==> src/rtl/demux3_reg.sv <==
`default_nettype none
// ============================================================================
// Module   : demux3_reg
// Purpose  : Registered 1-to-3 steering demux with a valid/ready handshake,
//            a single-entry output register and a saturating drop counter.
// Revision : 1.0  initial release
// ============================================================================
module demux3_reg #(
   parameter int DATA_WIDTH = 32,
   parameter int CNT_WIDTH  = 8
) (
   input  logic                  clk,
   input  logic                  rst_n,
   input  logic                  in_valid,
   output logic                  in_ready,
   input  logic [DATA_WIDTH-1:0] in_data,
   input  logic [1:0]            in_select,
   output logic [2:0]            out_valid,
   input  logic [2:0]            out_ready,
   output logic [DATA_WIDTH-1:0] out_data,
   output logic [CNT_WIDTH-1:0]  drop_count
);

   typedef enum logic [0:0] {
      S_EMPTY = 1'b0,
      S_FULL  = 1'b1
   } state_t;

   localparam logic [1:0] c_SEL_DROP = 2'b11;

   state_t                  r_state;
   state_t                  w_state_nxt;
   logic [1:0]              r_dest;
   logic [DATA_WIDTH-1:0]   r_data;
   logic [CNT_WIDTH-1:0]    r_cnt;

   logic                    w_q_ready;
   logic                    w_in_ready;
   logic [2:0]              w_out_valid;
   logic                    w_sel_drop;
   logic                    w_load;
   logic                    w_drop;

   // Only the ready of the currently addressed sink can release the word.
   always_comb begin
      w_q_ready = 1'b0;
      case (r_dest)
         2'd0:    w_q_ready = out_ready[0];
         2'd1:    w_q_ready = out_ready[1];
         2'd2:    w_q_ready = out_ready[2];
         default: w_q_ready = 1'b0;
      endcase
   end

   assign w_sel_drop = (in_select == c_SEL_DROP);

   always_comb begin
      w_state_nxt = r_state;
      w_in_ready  = 1'b0;
      w_out_valid = 3'b000;
      case (r_state)
         S_EMPTY: begin
            w_in_ready = 1'b1;
            if (in_valid && !w_sel_drop) begin
               w_state_nxt = S_FULL;
            end
         end
         S_FULL: begin
            w_in_ready = w_q_ready;
            case (r_dest)
               2'd0:    w_out_valid = 3'b001;
               2'd1:    w_out_valid = 3'b010;
               2'd2:    w_out_valid = 3'b100;
               default: w_out_valid = 3'b000;
            endcase
            if (w_q_ready && !(in_valid && !w_sel_drop)) begin
               w_state_nxt = S_EMPTY;
            end
         end
         default: begin
            w_state_nxt = S_EMPTY;
         end
      endcase
   end

   assign w_load = in_valid && w_in_ready && !w_sel_drop;
   assign w_drop = in_valid && w_in_ready && w_sel_drop;

   always_ff @(posedge clk or negedge rst_n) begin
      if (!rst_n) begin
         r_state <= S_EMPTY;
      end else begin
         r_state <= w_state_nxt;
      end
   end

   always_ff @(posedge clk or negedge rst_n) begin
      if (!rst_n) begin
         r_data <= '0;
         r_dest <= 2'd0;
      end else if (w_load) begin
         r_data <= in_data;
         r_dest <= in_select;
      end
   end

   always_ff @(posedge clk or negedge rst_n) begin
      if (!rst_n) begin
         r_cnt <= '0;
      end else if (w_drop && (r_cnt != {CNT_WIDTH{1'b1}})) begin
         r_cnt <= r_cnt + CNT_WIDTH'(1);
      end
   end

   assign in_ready   = w_in_ready;
   assign out_valid  = w_out_valid;
   assign out_data   = r_data;
   assign drop_count = r_cnt;

endmodule
`default_nettype wire

==> config.mk <==
export PLATFORM = sky130hd
export DESIGN_NAME = demux3_reg
export DESIGN_NICKNAME = d
export VERILOG_FILES = /design/src/rtl/demux3_reg.sv
export SDC_FILE = /design/constraint.sdc
export NUM_CORES = 1
export LEC_CHECK = 0
export ABC_CLOCK_PERIOD_IN_PS = 3220
export BUFFER_PORTS_ARGS = -buffer_cell sky130_fd_sc_hd__buf_4
export CAP_MARGIN = 10
export CORE_ASPECT_RATIO = 1.1
export CORE_MARGIN = 2
export CORE_UTILIZATION = 52
export CTS_BUF_LIST = sky130_fd_sc_hd__clkbuf_4
export DETAILED_ROUTE_END_ITERATION = 7
export MAX_ROUTING_LAYER = met4
export PLACE_DENSITY = 0.88
export SLEW_MARGIN = 40
export SYNTH_ARGS = -nofsm -noshare
export SYNTH_HDL_FRONTEND = slang
export SYNTH_SLANG_ARGS = --single-unit
==> constraint.sdc <==
create_clock -name clk -period 3.22 [get_ports clk]
set_clock_uncertainty 0.2 [all_clocks]
set_input_delay 0.322 -clock clk [delete_from_list [all_inputs] [get_ports clk]]
set_output_delay 0.322 -clock clk [all_outputs]
set_load 0.1 [all_outputs]
==> results.md <==
* Crit path max fanout at 7
* GRT Util Overall at 26.5%
* Grt total ovfl at 0
* Input/output buffers at a little over 80
* Least-Margin Pin Slew at 0.528 ns
* Setup slack after layout at 0.931 ns
* Share of flip-flops with an asynchronous set or reset at 100%
* Number of gates resized after CTS at 0
* HP Start: in_select[0]
* Yosys warns at 0
* Worst slew margin at 64.8%
* Postcts setup bufs at 0
* Critical Path Start: r_dest[0]
* 1st-pass router iterations at 4
* Die width at 60.5 microns
* Row cnt at 22
* Main synth FF type: dfrtp_1
* IO Count at between 80 and 90
* Synth Net Count at about 170
* Clk Latency, worst-skew pair at 0.37 ns
* Total die area at 4010 sq um
* Post-synth EDFFs at 0
* Largest net degree at the start of global routing at 44
* CTS Buffer Depth at 2
* CTS H-tree depth at 2
* Top cells by area, synth: dfrtp_1 (59%), mux2_2 (22%), buf_6 (1.8%)
* Area delta synth->final at 57.2%
* Post-DRT Antenna Nets at 0
* CP Launch Type: flip-flop
* Final worst-path cycle share at 71.1%
* Final wirelength at 5.04 mm
* Vias in the first global route at roughly 1,500
* Worst path required time at 2.70 ns
* # DRC at 0
* Critical path capture point type: primary output
* Routed wire per std cell at 17.1 microns
* CTS buffer count at 5
* DIE HEIGHT at 66.2 microns
* WP data arrival at 1.77 ns
* Maximum clock rate at 0.437 GHz
* RSZ-0062 raised after global routing: false
* Place WS at 1.09 ns
* Via-per-instance ratio at 5.09
* Crit Path Class: flip-flop to primary output
* Reg clk slew, reported paths at around 0.12 ns
* Yosys top cell by area: dfrtp_1
* Setup tns final at 0 ns
* Root buf cell: clkbuf_4
* Status: finished clean
* Netlist cell types at 26
* Initial Util at 54.4%
* Cell Area, Synth at 1830 sq um
* Slew Limit Fails at 0
* Synth top area share at roughly three fifths
* Synthesized flop and latch total at 43
* Post-CTS Hold Buffers at 34
* Reg2reg start: r_dest[0]
* Synthesized instance count at about 120
* Seq/Total Area, Yosys at 58.9%
* CORE AREA at roughly 3400 sq um
* Hold Violations, Final at 0
* Fraction of layout cells with a size suffix above 1 at 52.0%
* Worst hold path class: input port to flip-flop
* Vias at between 1,500 and 2,000
* Initial antenna violation count at 0
* Placed Cells incl. Taps at 252
* Clock Sinks at 43
* Final Non-Filler Cells at 295
* Max-Cap Viols at 0
* Initial DRC count at 52
* First-pass GRT wire length at 7.22 mm
* Fin crit period at 2.29 ns
* Final setup fails at 0
* Synth Area per Inst at 14.7 sq um
* Most frequent cells in the layout: buf_4 (83), dfrtp_1 (43), mux2_2 (36)
* Final net count at 286
* GP Congestion at ~0.76
* Most common cell after layout, fill and taps aside: buf_4
* CTS tree: built
[registers in the layout (all words and copies together) (netlist names)]
signal and flops:
r_dest 2, r_state 1, out_data 32, drop_count 8
[path summary, 6_finish.rpt]
check,endpoint,slack [ns],depth (start not counted)
hold reg to reg,out_data[1],0.32,1
setup / recovery,in_ready,0.93,3
hold / removal,r_dest[0],0.008,2
min in group asynchronous,out_data[8],0.26,2
max in group asynchronous,out_data[2],2.18,2
setup reg to reg,out_data[0],0.95,4
[layout make-up]
type                       instances  area, sq um
clock inverter                     2         7.51
clock buffer                       6         45.0
fill                             177          485
antenna                            1         2.50
tap                               48         60.1
timing repair buffer             117          963
multi-input combinational         77          714
inverter                           1         3.75
sequential                        43         1080
[routing by layer]
metal  global-route usage, %  routed length (microns)
met1                    23.9                     1680
met2                    50.7                     2910
met3                    4.89                      294
met4                    13.6                      154
met5                       -                        0
[critical path, cell delays in order (launching register included)]
cell	delay, ns
dfrtp_1	0.49
mux2i_1	0.45
o211ai_2	0.19
buf_4	0.28
[through the flow]
stage	hold slack (ns)	util [%]	instance area (sq um)
after floorplan	-0.174	-	1830
after global placement	0.126	73.8	2480
after detailed placement	0.136	73.8	2480
after CTS	0.00219	85.5	2870
after global routing	0.0174	85.5	2870
final	0.00769	85.5	2870
[synthesized netlist by cell type, drive strengths merged (3+ instances only)]
library cell   n
nor2b          4
nand3          5
dfrtp         43
and4           3
buf            3
nand2          5
a31oi          3
mux2          36
[cell families after synthesis]
kind of cell | Yosys count | synth area share, %
buf+inv | 4 | 2.05
compound gates | 11 | 5.41
mux | 37 | 22.7
xor+xnor | 3 | 1.44
simple gates | 25 | 8.83
flops | 43 | 58.9
fa+ha+maj | 1 | 0.684
Power is not shown: default switching activity piles up to over one toggle a cycle in this logic, so the estimate is an artifact.
